## src/rtl/tail_light_pkg.sv

```systemverilog
// Shared types and helpers for the tail-light sequencer: FSM state, mode priority
// decode, and lamp-index mapping from (side, position) to the out[] bit.
package tail_light_pkg;

  typedef enum logic [1:0] {
    IDLE  = 2'd0,
    LEFT  = 2'd1,
    RIGHT = 2'd2,
    HAZ   = 2'd3
  } tl_state_t;

  // Hazard wins, and so does a simultaneous left+right request.
  function automatic tl_state_t decode_mode(input logic hazard_in,
                                            input logic left_in,
                                            input logic right_in);
    if (hazard_in || (left_in && right_in)) return HAZ;
    else if (left_in)                       return LEFT;
    else if (right_in)                      return RIGHT;
    return IDLE;
  endfunction

  // Position 0 is the innermost lamp on either side.
  function automatic int left_idx(input int lamps, input int pos);
    return lamps + pos;
  endfunction

  function automatic int right_idx(input int lamps, input int pos);
    return lamps - 1 - pos;
  endfunction

endpackage

```

## src/rtl/tail_step_timer.sv

```systemverilog
// Step prescaler: counts 0..STEP_DIV-1 and flags tick on the last count.
// A clear restarts the step so a new mode always begins with a full step.
module tail_step_timer #(
  parameter int STEP_DIV = 16
) (
  input  logic clk,
  input  logic rst,
  input  logic clear,
  output logic tick
);

  localparam int CNT_W = $clog2(STEP_DIV);

  logic [CNT_W-1:0] cnt_q;
  logic [CNT_W-1:0] cnt_d;

  assign tick = (cnt_q == CNT_W'(STEP_DIV - 1));

  always_comb begin
    cnt_d = cnt_q + CNT_W'(1);
    if (clear || tick) cnt_d = '0;
  end

  always_ff @(posedge clk) begin
    if (!rst) cnt_q <= '0;
    else      cnt_q <= cnt_d;
  end

endmodule

```

## src/rtl/tail_light_seq.sv

```systemverilog
// Parametrised tail-light sequencer: turn sequencing, hazard flash, brake and dimmed
// run lights. Define TAIL_FULL_CYCLE_EN to let a running turn sequence finish first.
module tail_light_seq #(
  parameter int LAMPS_PER_SIDE = 3,
  parameter int STEP_DIV       = 16,
  parameter int PWM_BITS       = 3,
  parameter int RUN_DUTY       = 2
) (
  input  logic                        clk,
  input  logic                        rst,
  input  logic                        left,
  input  logic                        right,
  input  logic                        brake,
  input  logic                        hazard,
  input  logic                        run,
  output logic [2*LAMPS_PER_SIDE-1:0] out
);

  import tail_light_pkg::*;

  localparam int L     = LAMPS_PER_SIDE;
  localparam int SEQ_W = $clog2(L + 1);

  tl_state_t           state_q, state_d, mode;
  logic [SEQ_W-1:0]    seq_q, seq_d;
  logic                haz_on_q, haz_on_d;
  logic                brake_q, run_q;
  logic [PWM_BITS-1:0] pwm_cnt_q, pwm_cnt_d;
  logic [2*L-1:0]      out_q, out_d;
  logic [L-1:0]        lit_l, lit_r;
  logic                tick, take, seq_wrap, dim;

  assign mode     = decode_mode(hazard, left, right);
  assign seq_wrap = tick && (seq_q == SEQ_W'(L));

`ifdef TAIL_FULL_CYCLE_EN
  // A turn sequence only yields to a non-hazard mode at its wrap tick.
  assign take = (mode != state_q) &&
                ((mode == HAZ) || !((state_q == LEFT) || (state_q == RIGHT)) || seq_wrap);
`else
  assign take = (mode != state_q);
`endif

  tail_step_timer #(
    .STEP_DIV (STEP_DIV)
  ) u_step_timer (
    .clk   (clk),
    .rst   (rst),
    .clear (take),
    .tick  (tick)
  );

  always_comb begin
    state_d  = state_q;
    seq_d    = seq_q;
    haz_on_d = haz_on_q;
    if (take) begin
      state_d  = mode;
      seq_d    = ((mode == LEFT) || (mode == RIGHT)) ? SEQ_W'(1) : '0;
      haz_on_d = (mode == HAZ);
    end else if (tick) begin
      case (state_q)
        LEFT, RIGHT: seq_d    = seq_wrap ? '0 : seq_q + SEQ_W'(1);
        HAZ:         haz_on_d = !haz_on_q;
        default:     ;
      endcase
    end
  end

  assign pwm_cnt_d = pwm_cnt_q + PWM_BITS'(1);
  assign dim       = ({1'b0, pwm_cnt_q} < (PWM_BITS + 1)'(RUN_DUTY));

  // Priority per lamp: sequence/hazard, then brake (non-sequencing side), then dim.
  always_comb begin
    lit_l = '0;
    lit_r = '0;
    for (int i = 0; i < L; i++) begin
      if (state_q == HAZ) begin
        lit_l[i] = haz_on_q || (run_q && dim);
        lit_r[i] = haz_on_q || (run_q && dim);
      end else begin
        lit_l[i] = ((state_q == LEFT) && (seq_q > SEQ_W'(i))) ||
                   (brake_q && (state_q != LEFT)) || (run_q && dim);
        lit_r[i] = ((state_q == RIGHT) && (seq_q > SEQ_W'(i))) ||
                   (brake_q && (state_q != RIGHT)) || (run_q && dim);
      end
    end
  end

  for (genvar g = 0; g < L; g++) begin : g_lamp_map
    assign out_d[left_idx(L, g)]  = lit_l[g];
    assign out_d[right_idx(L, g)] = lit_r[g];
  end

  always_ff @(posedge clk) begin
    if (!rst) begin
      state_q   <= IDLE;
      seq_q     <= '0;
      haz_on_q  <= 1'b0;
      brake_q   <= 1'b0;
      run_q     <= 1'b0;
      pwm_cnt_q <= '0;
      out_q     <= '0;
    end else begin
      state_q   <= state_d;
      seq_q     <= seq_d;
      haz_on_q  <= haz_on_d;
      brake_q   <= brake;
      run_q     <= run;
      pwm_cnt_q <= pwm_cnt_d;
      out_q     <= out_d;
    end
  end

  assign out = out_q;

endmodule

```

## config.mk

```make
export PLATFORM = sky130hd
export DESIGN_NAME = tail_light_seq
export DESIGN_NICKNAME = d
export VERILOG_FILES = /design/src/rtl/tail_light_pkg.sv /design/src/rtl/tail_step_timer.sv /design/src/rtl/tail_light_seq.sv
export SDC_FILE = /design/constraint.sdc
export NUM_CORES = 1
export LEC_CHECK = 0
export ABC_AREA = 1
export CORE_AREA = 10 10 53 55
export CTS_CLUSTER_DIAMETER = 120
export DETAILED_ROUTE_END_ITERATION = 7
export DIE_AREA = 0 0 63 65
export HOLD_SLACK_MARGIN = 0.02
export PLACE_DENSITY = 0.86
export SLEW_MARGIN = 20
export SYNTH_ARGS = -nofsm -noshare
export SYNTH_HDL_FRONTEND = slang
export SYNTH_SLANG_ARGS = --single-unit
```

## constraint.sdc

```tcl
create_clock -name clk -period 2.3 [get_ports clk]
set_input_delay 0.46 -clock clk [delete_from_list [all_inputs] [get_ports clk]]
set_output_delay 0.46 -clock clk [all_outputs]
set_load 0.02 [all_outputs]
```

==> run_results.csv <==
group,metric,value,unit
clocking,clock_path_buffers,2,
routing,ant_nets,0,
floorplan,dieArea,0.00410,mm^2
synth,ys_ff_latch,20,
sta,finalSetupViolCount,0,
sta,relSlewSlack,78.9,%
placement,gp_congestion,0.823,
synth,ys_types,20,
clocking,cts.sinks,20,
job,maxCapViolCount,0,
floorplan,initial_core_util,52.9,%
critical_path,worst-path-buf-inv,1,
routing,routedWlPerCell,9.99,um
synth,post_synth.cell_area_avg,7.46,um^2
synth,yosys_warnings,0,
floorplan,io_pins,13,
critical_path,startpoint_type,"register",
floorplan,die_h,65,um
placement,hpwl,1440,um
clocking,cts_root_buf,"clkbuf_4",
critical_path,path_cells,"clkdlybuf4s50_1",
layout,finish.utilization,63.7,%
routing,drt_pre_antenna_iters,4,
critical_path,cp-end-kind,"output pin",
sta,worst_pin_slew,0.315,ns
clocking,h-tree-depth,1,
status,outcome,"complete, no violations",
pwr,powerDensity,669,mW/mm^2
pwr,power.leakage,0.000566,uW
layout,diodes,0,
global_route,grt_max_degree,13,
sta,max_freq,0.594,GHz
floorplan,rows,16,
layout,fillers,163,
global_route,grt_pass1_vias,773,
synth,yosysSeqAreaShare,40.7,%
clocking,cts_tree,"built",
global_route,grt_pass1_wl,3130,um
sta,drv_slew,0,
routing,viasPerCell,4.57,
clocking,cts.repair.resized,0,
floorplan,core,0.00186,mm^2
worst_hold_path,hp-class,"reg -> reg",
clocking,cts_buffers,3,
critical_path,critical_path_arrival,1.22,ns
global_route,grtUsageTotal,9.22,%
layout,drive_above_1_share,8.84,%
global_route,grt_antenna_before_repair,0,
pwr,ir_worst_vdd,0.411,mV
critical_path,cp.required,1.84,ns
sta,fin_crit_sh,73.2,%
critical_path,slowest_delay,0.60,ns
sta,fin_crit,1.68,ns
layout,finalNonFillerCells,174,
routing,drt-initial-drc-count,16,
placement,placedCellCount,170,
clocking,path_clk_slew,0.11,ns
synth,syn_nets,149,
clocking,clk-insertion-delay-late,0.29,ns
routing,totalWireLength,1740,um
clocking,holdBufCountCts,0,
sta,setup_tns,0,ns
routing,drc_errors,0,
critical_path,path_delay_family,"buffers and inverters",
sta,skew,0.000935,ns
floorplan,die_w,63,um
routing,via_count,796,
layout,nets,165,
critical_path,critical_path_class,"reg -> out",
synth,syn_inst,132,
critical_path,cp_max_fo,1,
clocking,post_cts_buffers,0,
critical_path,crit_slowest_cell,"clkdlybuf4s50_1",
global_route,grt-ovfl-total,0,
placement,port_buffers,12,
sta,hold_viol_final,0,
sta,rsz0062_at_grt,"false",
layout,area_delta_synth_final,20.5,%
synth,syn_area,985,um^2
## state kept, by name, summed over array words and instances, names as in the netlist
| name | count |
|---|---|
| pwm_cnt_q | 3 |
| haz_on_q | 1 |
| out | 6 |
| u_step_timer.cnt_q | 4 |
| seq_q | 2 |
| state_q | 2 |
| brake_q | 1 |
| run_q | 1 |
## routing by layer
| layer | GRT usage, % | vias to the layer above | wire, um |
|---|---|---|---|
| li1 | - | 437 | - |
| met4 | 4.19 | 0 | 12 |
| met1 | 9.57 | 347 | 776 |
| met2 | 16.9 | 10 | 871 |
| met3 | 2.58 | 2 | 79 |
| met5 | 0 | - | 0 |
## cell usage in the layout, fill, tap and decap left out
cell type	count
clkbuf_4	3
nand2_4	1
nand3_1	4
nor2_1	22
bufinv_16	1
nand2_2	5
xnor2_1	2
inv_2	1
xor2_1	1
inv_1	16
clkinv_1	1
dfxtp_1	20
nor2_4	1
nand4_1	1
o21ai_0	5
nor3_1	3
o21ai_1	1
clkdlybuf4s50_1	12
a21oi_1	6
nand2_1	30
ha_1	10
nand3_2	1
## cells by family after synthesis
logic type / count (synthesis) / synth area share (%)
compound gates: 12 / 6.10
buf+inv: 19 / 7.37
flops: 20 / 40.7
fa+ha+maj: 10 / 12.7
simple gates: 68 / 30.5
xor+xnor: 3 / 2.67
## Yosys cell counts (all sizes together)
| library cell | count | area, um^2 |
|---|---|---|
| a21oi | 6 | 30.0 |
| nor2 | 23 | 93.8 |
| dfxtp | 20 | 400 |
| xnor2 | 2 | 17.5 |
| ha | 10 | 125 |
| nor3 | 3 | 15.0 |
| nand2 | 36 | 155 |
| o21ai | 6 | 30.0 |
| buf | 1 | 5.00 |
| nand3 | 5 | 30.0 |
| inv | 17 | 63.8 |
| nand4 | 1 | 6.26 |
| clkinv | 1 | 3.75 |
| xor2 | 1 | 8.76 |
## stage by stage
stage | hold slack (ns) | instance area (um^2) | total power [uW] | setup WS, ns
2_1_floorplan | 0.399 | 985 | 474 | 1.06
3_3_place_gp | 0.415 | 1130 | 515 | 0.637
3_5_place_dp | 0.413 | 1130 | 520 | 0.594
4_1_cts | 0.434 | 1190 | 802 | 0.591
5_1_grt | 0.449 | 1190 | 838 | 0.550
6_report | 0.430 | 1190 | 793 | 0.617
## path summary, 6_finish.rpt
check	end	slack [ns]	start	cells past startpoint
setup reg to reg	seq_q[0]	0.90	state_q[0]	7
hold reg to reg	pwm_cnt_q[0]	0.43	pwm_cnt_q[0]	1
setup / recovery	out[4]	0.62	out[4]	1
hold / removal	pwm_cnt_q[0]	0.43	pwm_cnt_q[0]	1
## final cells by class
class                      count  area (um^2)  area share [%]
clock buffer                   3         22.5            1.90
clock inverter                 1         30.0            2.53
inverter                      18         67.6            5.70
multi-input combinational     93          512            43.1
sequential                    20          400            33.8
tap                           27         33.8            2.85
timing repair buffer          12          120            10.1
## power by group
group	leakage [uW]	switching, uW	internal [uW]
clock	0.0000279	106	176
combinational	0.000373	72.2	56.6
sequential	0.000165	13.7	369
(Power assumes the default switching activity.)
